[src/rtl/mips_regfile_port_sched_if.sv]
// Request, read-grant, reservation and register-file write signals
// shared between the port scheduler and its clients.
interface mips_regfile_port_sched_if #(
    parameter int ADDR_W = 5,
    parameter int DATA_W = 32
);
    localparam int NREG = 1 << ADDR_W;

    logic              ReqValid0;
    logic [ADDR_W-1:0] ReqAddr0;
    logic [DATA_W-1:0] ReqData0;
    logic              ReqReady0;
    logic              ReqValid1;
    logic [ADDR_W-1:0] ReqAddr1;
    logic [DATA_W-1:0] ReqData1;
    logic              ReqReady1;
    logic              ReadReq;
    logic              ReadGnt;
    logic              Reserve;
    logic [ADDR_W-1:0] ReserveAddr;
    logic              RegWrite;
    logic [ADDR_W-1:0] WriteAddress;
    logic [DATA_W-1:0] DataIn;
    logic [NREG-1:0]   Busy;

    modport master (
        output ReqValid0, ReqAddr0, ReqData0,
        output ReqValid1, ReqAddr1, ReqData1,
        output ReadReq, Reserve, ReserveAddr,
        input  ReqReady0, ReqReady1, ReadGnt,
        input  RegWrite, WriteAddress, DataIn, Busy
    );

    modport slave (
        input  ReqValid0, ReqAddr0, ReqData0,
        input  ReqValid1, ReqAddr1, ReqData1,
        input  ReadReq, Reserve, ReserveAddr,
        output ReqReady0, ReqReady1, ReadGnt,
        output RegWrite, WriteAddress, DataIn, Busy
    );
endinterface

[src/rtl/mips_regfile_port_sched.sv]
// Arbitrates the register file's single port between ALU writeback,
// load writeback and decode reads; keeps a pending-write scoreboard.
module mips_regfile_port_sched #(
    parameter int ADDR_W          = 5,
    parameter int DATA_W          = 32,
    parameter int MAX_READ_STREAK = 2
) (
    input logic                      CLK,
    input logic                      RESET_N,
    mips_regfile_port_sched_if.slave bus
);
    localparam int NREG = 1 << ADDR_W;
    localparam int SW   = $clog2(MAX_READ_STREAK + 1);
    localparam logic [SW-1:0] STREAK_MAX = SW'(MAX_READ_STREAK);

    logic [SW-1:0]     streak_q, streak_d;
    logic              last_q, last_d;
    logic              rw_q, rw_d;
    logic [ADDR_W-1:0] wa_q, wa_d;
    logic [DATA_W-1:0] di_q, di_d;
    logic [NREG-1:0]   busy_q, busy_d;

    logic              write_wait;
    logic              force_write;
    logic              read_gnt;
    logic              wr_gnt;
    logic              win1;
    logic [ADDR_W-1:0] win_addr;
    logic [DATA_W-1:0] win_data;

    // Port arbitration: reads win unless writes have waited too long.
    always_comb begin
        write_wait  = bus.ReqValid0 | bus.ReqValid1;
        force_write = write_wait & (streak_q == STREAK_MAX);
        read_gnt    = bus.ReadReq & ~force_write;
        wr_gnt      = ~read_gnt & write_wait;
        if (bus.ReqValid0 & bus.ReqValid1) begin
            win1 = ~last_q;
        end else begin
            win1 = bus.ReqValid1;
        end
        win_addr = win1 ? bus.ReqAddr1 : bus.ReqAddr0;
        win_data = win1 ? bus.ReqData1 : bus.ReqData0;
    end

    // Next state: write register, streak, round-robin and scoreboard.
    always_comb begin
        streak_d = streak_q;
        last_d   = last_q;
        rw_d     = 1'b0;
        wa_d     = wa_q;
        di_d     = di_q;
        busy_d   = busy_q;
        if (wr_gnt) begin
            streak_d         = '0;
            last_d           = win1;
            rw_d             = |win_addr;
            wa_d             = win_addr;
            di_d             = win_data;
            busy_d[win_addr] = 1'b0;
        end else if (!write_wait) begin
            streak_d = '0;
        end else if (read_gnt) begin
            streak_d = streak_q + SW'(1);
        end
        // A reservation in the same cycle names a newer producer.
        if (bus.Reserve && (|bus.ReserveAddr)) begin
            busy_d[bus.ReserveAddr] = 1'b1;
        end
        busy_d[0] = 1'b0;
    end

    // State registers, cleared asynchronously.
    always_ff @(posedge CLK or negedge RESET_N) begin
        if (!RESET_N) begin
            streak_q <= '0;
            last_q   <= 1'b1;
            rw_q     <= 1'b0;
            wa_q     <= '0;
            di_q     <= '0;
            busy_q   <= '0;
        end else begin
            streak_q <= streak_d;
            last_q   <= last_d;
            rw_q     <= rw_d;
            wa_q     <= wa_d;
            di_q     <= di_d;
            busy_q   <= busy_d;
        end
    end

    assign bus.ReqReady0    = wr_gnt & ~win1;
    assign bus.ReqReady1    = wr_gnt & win1;
    assign bus.ReadGnt      = read_gnt;
    assign bus.RegWrite     = rw_q;
    assign bus.WriteAddress = wa_q;
    assign bus.DataIn       = di_q;
    assign bus.Busy         = busy_q;
endmodule

[src/flat_wrapper.sv]
// flat-port wrapper written by rule: the top's interface ports become plain ports
module mips_regfile_port_sched_flat 
#(
    parameter int ADDR_W          = 5,
    parameter int DATA_W          = 32,
    parameter int MAX_READ_STREAK = 2
)
  (CLK, RESET_N, bus_ReqValid0, bus_ReqAddr0, bus_ReqData0, bus_ReqValid1, bus_ReqAddr1, bus_ReqData1, bus_ReadReq, bus_Reserve, bus_ReserveAddr, bus_ReqReady0, bus_ReqReady1, bus_ReadGnt, bus_RegWrite, bus_WriteAddress, bus_DataIn, bus_Busy);
  mips_regfile_port_sched_if #(.ADDR_W(ADDR_W), .DATA_W(DATA_W)) bus_i ();
  input logic CLK;
  input logic RESET_N;
  input wire logic [$bits(bus_i.ReqValid0)-1:0] bus_ReqValid0;
  input wire logic [$bits(bus_i.ReqAddr0)-1:0] bus_ReqAddr0;
  input wire logic [$bits(bus_i.ReqData0)-1:0] bus_ReqData0;
  input wire logic [$bits(bus_i.ReqValid1)-1:0] bus_ReqValid1;
  input wire logic [$bits(bus_i.ReqAddr1)-1:0] bus_ReqAddr1;
  input wire logic [$bits(bus_i.ReqData1)-1:0] bus_ReqData1;
  input wire logic [$bits(bus_i.ReadReq)-1:0] bus_ReadReq;
  input wire logic [$bits(bus_i.Reserve)-1:0] bus_Reserve;
  input wire logic [$bits(bus_i.ReserveAddr)-1:0] bus_ReserveAddr;
  output wire logic [$bits(bus_i.ReqReady0)-1:0] bus_ReqReady0;
  output wire logic [$bits(bus_i.ReqReady1)-1:0] bus_ReqReady1;
  output wire logic [$bits(bus_i.ReadGnt)-1:0] bus_ReadGnt;
  output wire logic [$bits(bus_i.RegWrite)-1:0] bus_RegWrite;
  output wire logic [$bits(bus_i.WriteAddress)-1:0] bus_WriteAddress;
  output wire logic [$bits(bus_i.DataIn)-1:0] bus_DataIn;
  output wire logic [$bits(bus_i.Busy)-1:0] bus_Busy;
  assign bus_i.ReqValid0 = bus_ReqValid0;
  assign bus_i.ReqAddr0 = bus_ReqAddr0;
  assign bus_i.ReqData0 = bus_ReqData0;
  assign bus_i.ReqValid1 = bus_ReqValid1;
  assign bus_i.ReqAddr1 = bus_ReqAddr1;
  assign bus_i.ReqData1 = bus_ReqData1;
  assign bus_i.ReadReq = bus_ReadReq;
  assign bus_i.Reserve = bus_Reserve;
  assign bus_i.ReserveAddr = bus_ReserveAddr;
  assign bus_ReqReady0 = bus_i.ReqReady0;
  assign bus_ReqReady1 = bus_i.ReqReady1;
  assign bus_ReadGnt = bus_i.ReadGnt;
  assign bus_RegWrite = bus_i.RegWrite;
  assign bus_WriteAddress = bus_i.WriteAddress;
  assign bus_DataIn = bus_i.DataIn;
  assign bus_Busy = bus_i.Busy;
  mips_regfile_port_sched #(.ADDR_W(ADDR_W), .DATA_W(DATA_W), .MAX_READ_STREAK(MAX_READ_STREAK)) u_core (.CLK(CLK), .RESET_N(RESET_N), .bus(bus_i));
endmodule
[config.mk]
export PLATFORM = sky130hd
export DESIGN_NAME = mips_regfile_port_sched_flat
export DESIGN_NICKNAME = d
export VERILOG_FILES = /design/src/rtl/mips_regfile_port_sched_if.sv /design/src/rtl/mips_regfile_port_sched.sv /design/src/flat_wrapper.sv
export SDC_FILE = /design/constraint.sdc
export NUM_CORES = 1
export LEC_CHECK = 0
export ABC_AREA = 1
export CAP_MARGIN = 20
export CORE_ASPECT_RATIO = 1.4
export CORE_MARGIN = 4
export CORE_UTILIZATION = 44
export DETAILED_ROUTE_END_ITERATION = 12
export PLACE_DENSITY_LB_ADDON = 0.08
export SLEW_MARGIN = 10
export SYNTH_ARGS = -nofsm -noshare
export SYNTH_HDL_FRONTEND = slang
export SYNTH_SLANG_ARGS = --single-unit
[constraint.sdc]
create_clock -name CLK -period 4.2 [get_ports CLK]
set_clock_uncertainty 0.1 [all_clocks]
set_input_delay 1.05 -clock CLK [delete_from_list [all_inputs] [get_ports CLK]]
set_output_delay 1.05 -clock CLK [all_outputs]
set_load 0.02 [all_outputs]
==> flow_summary.yaml <==
route:
  drc_errors: 0
  first_pass_iters: 5
  wl_per_cell_um: 14.8
  drtIter0Drc: 136
  wl_um: 10400
  vias: 3404
  postRouteAntennaNets: 0
  viasPerCell: 4.82
synthesis:
  syn_nets: 529
  synth.distinct_cells: 20
  yosysMostFrequentCell: "nand2_1"
  synth.avg_cell_area_um2: 7.58
  synth-seq-cells: 72
  synth-seq-area-share_pct: 53.7
  synthArstFlopShare_pct: 100
  netlist.area_leader.share_pct: 52.9
  ys_warn_count: 0
  synth_area_um2: 3360
  ys_top_cells_by_area: "dfrtp_1, nand2_1, nand3_1"
  synth.largest_area_cell: "dfrtp_1"
  synth_cells: 443
  synth_top_flop_cell: "dfrtp_1"
  synth_edf_count: 0
  ys_top_cells_by_count: "nand2_1, dfrtp_1, nand3_1"
grt:
  grt_pass1_vias: 3446
  grt_first_pass_wirelength_um: 16200
  grt_max_degree: 44
  antenna_found_initial: 0
  overflow: 0
  grt_use_total_pct: 23.0
floorplan:
  placementRows: 37
  initial_utilization_pct: 45.4
  dieArea_um2: 9120
  die_h_um: 111
  boundaryPins: 158
  core_um2: 7410
  die_w_um: 81.9
hold_path:
  hp-class: "flop to flop"
clock_network:
  h-tree-depth: 3
  cts_tree: "built"
  cts_root_buf: "clkbuf_8"
  post_cts_resized: 0
  clockBufferDepth: 2
  cts_made_buffers: 9
  clkSinkCount: 72
  cts_setup_buffers: 0
  hold_buffers: 0
  clkLatencyLatePin_ns: 0.34
  cts.clk_slew.worst_paths_ns: 0.07
pwr:
  p_per_area_nw_per_um2: 506
  p_total_mw: 2.67
  p_leak_nw: 2.48
  vdd_drop_max_mv: 0.360
timing:
  min_period_ns: 3.87
  tns_ns: 0
  timing.fmax_mhz: 258
  final-hold-violation-count: 0
  tightest_slew_ns: 1.10
  rsz0062_at_grt: "no"
  report.final.setup_viol: 0
  maxSlewHeadroom_pct: 25.8
  timing.final.crit_share_pct: 92.2
  finalMaxSlewViolations: 0
place:
  hpwl_um: 7810
  dp_cells: 690
  gp_congestion: 0.875
  io_buffers: 156
setup_path:
  path_class: "input port to output port"
  cp_max_fo: 9
  r2r_slack_ns: 2.14
  critPathArrivalTime_ns: 2.72
  end_kind: "output port"
  startpoint_type: "input port"
  worstPathRequired_ns: 3.05
final_layout:
  syn_to_final_growth_pct: 56.9
  layout.nets: 690
  n_antenna_cell: 0
  stdcell_count: 706
  layout-drive-gt1-share_pct: 6.08
flow_run:
  max-cap-violations: 0
status:
  status: "completed"
==> path summary, 6_finish.rpt <==
| kind | from | cells after the start | to |
|---|---|---|---|
| worst max-delay path | bus_ReqValid1 | 7 | bus_ReqReady1 |
| worst min-delay path | u_core.streak_q[0]$_DFFE_PN0P_ | 1 | u_core.streak_q[0]$_DFFE_PN0P_ |
| worst max register to register | u_core.last_q$_DFFE_PN1N_ | 10 | u_core.bus.Busy[31]$_DFF_PN0_ |
| worst min register to register | u_core.streak_q[0]$_DFFE_PN0P_ | 1 | u_core.streak_q[0]$_DFFE_PN0P_ |
| max in group asynchronous | RESET_N | 2 | u_core.bus.Busy[31]$_DFF_PN0_ |
| min in group asynchronous | RESET_N | 1 | u_core.bus.DataIn[31]$_DFFE_PN0N_ |
==> metrics by stage <==
step / area [um^2] / util, % / hold WS, ns / worst slack [ns]
detailed placement: 5020 / 67.7 / 0.331 / 0.315
floorplan: 3360 / - / 0.312 / 1.16
global route: 5270 / 71.2 / 0.370 / 0.245
CTS: 5270 / 71.2 / 0.341 / 0.309
global placement: 5020 / 67.7 / 0.330 / 0.336
finish: 5270 / 71.2 / 0.338 / 0.329
==> sequential cells by signal, indices dropped and copies added (netlist names) <==
name                     flops
u_core.bus.DataIn           32
u_core.bus.Busy             31
u_core.bus.WriteAddress      5
u_core.streak_q              2
u_core.bus.RegWrite          1
u_core.last_q                1
==> worst max-delay path, stage by stage <==
cell	delay (ns)
clkdlybuf4s50_1	0.49
buf_4	0.17
nand2_2	0.06
inv_1	0.13
nand2_1	0.10
inv_2	0.10
clkdlybuf4s50_1	0.62
==> cells in the final DEF, fill, tap and decap left out <==
cell type | Yosys | routed
nand3_1 | 39 | 39
dfrtp_1 | 71 | 71
nor2_4 | 3 | 3
clkinv_2 | 0 | 1
nor2_2 | 3 | 3
inv_2 | 2 | 2
a21oi_4 | 1 | 1
dfstp_2 | 1 | 1
a21oi_1 | 2 | 2
buf_2 | 10 | 1
nand2_2 | 2 | 2
nor3_1 | 13 | 13
nand2_1 | 257 | 257
buf_4 | 3 | 7
clkinvlp_4 | 0 | 1
clkbuf_8 | 0 | 11
clkdlybuf4s50_1 | 0 | 155
ha_1 | 1 | 1
bufinv_16 | 0 | 3
inv_1 | 20 | 20
nor2_1 | 8 | 8
conb_1 | 1 | 1
o21ai_0 | 3 | 3
nand3b_1 | 2 | 2
o21ai_2 | 1 | 1
==> cell families (layout without fill, tap and decap cells) <==
family                     after synthesis  after routing  synth area share, %
other                                    1              1                0.112
buffers and inverters                   35            201                 4.62
adders and majority gates                1              1                0.372
DFF                                     72             72                 53.7
AOI/OAI and AO/OA                        7              7                 1.49
and+or+nand+nor                        327            327                 39.7
==> cell type report <==
type	count	area (um^2)
fillers	617	2140
well taps	97	121
multi-input cells	336	1400
flip-flops and latches	72	1800
inverters	22	82.6
clock buffers	11	151
repair buffers	163	1610
clock inverters	5	103
==> metal layers <==
metal	vias to the layer above	share of wire, %	GRT usage (%)
met5	-	0	0
met2	131	53	41.9
met4	0	1.8	8.87
met3	15	7.9	4.77
met1	1569	38	25.2
li1	1689	-	-
==> power breakdown <==
part	switching, mW	internal [mW]	total, mW
clock	0.258	0.426	0.684
sequential	0.100	0.876	0.976
combinational	0.532	0.474	1.01
total	0.891	1.78	2.67
(Power assumes the default switching activity.)
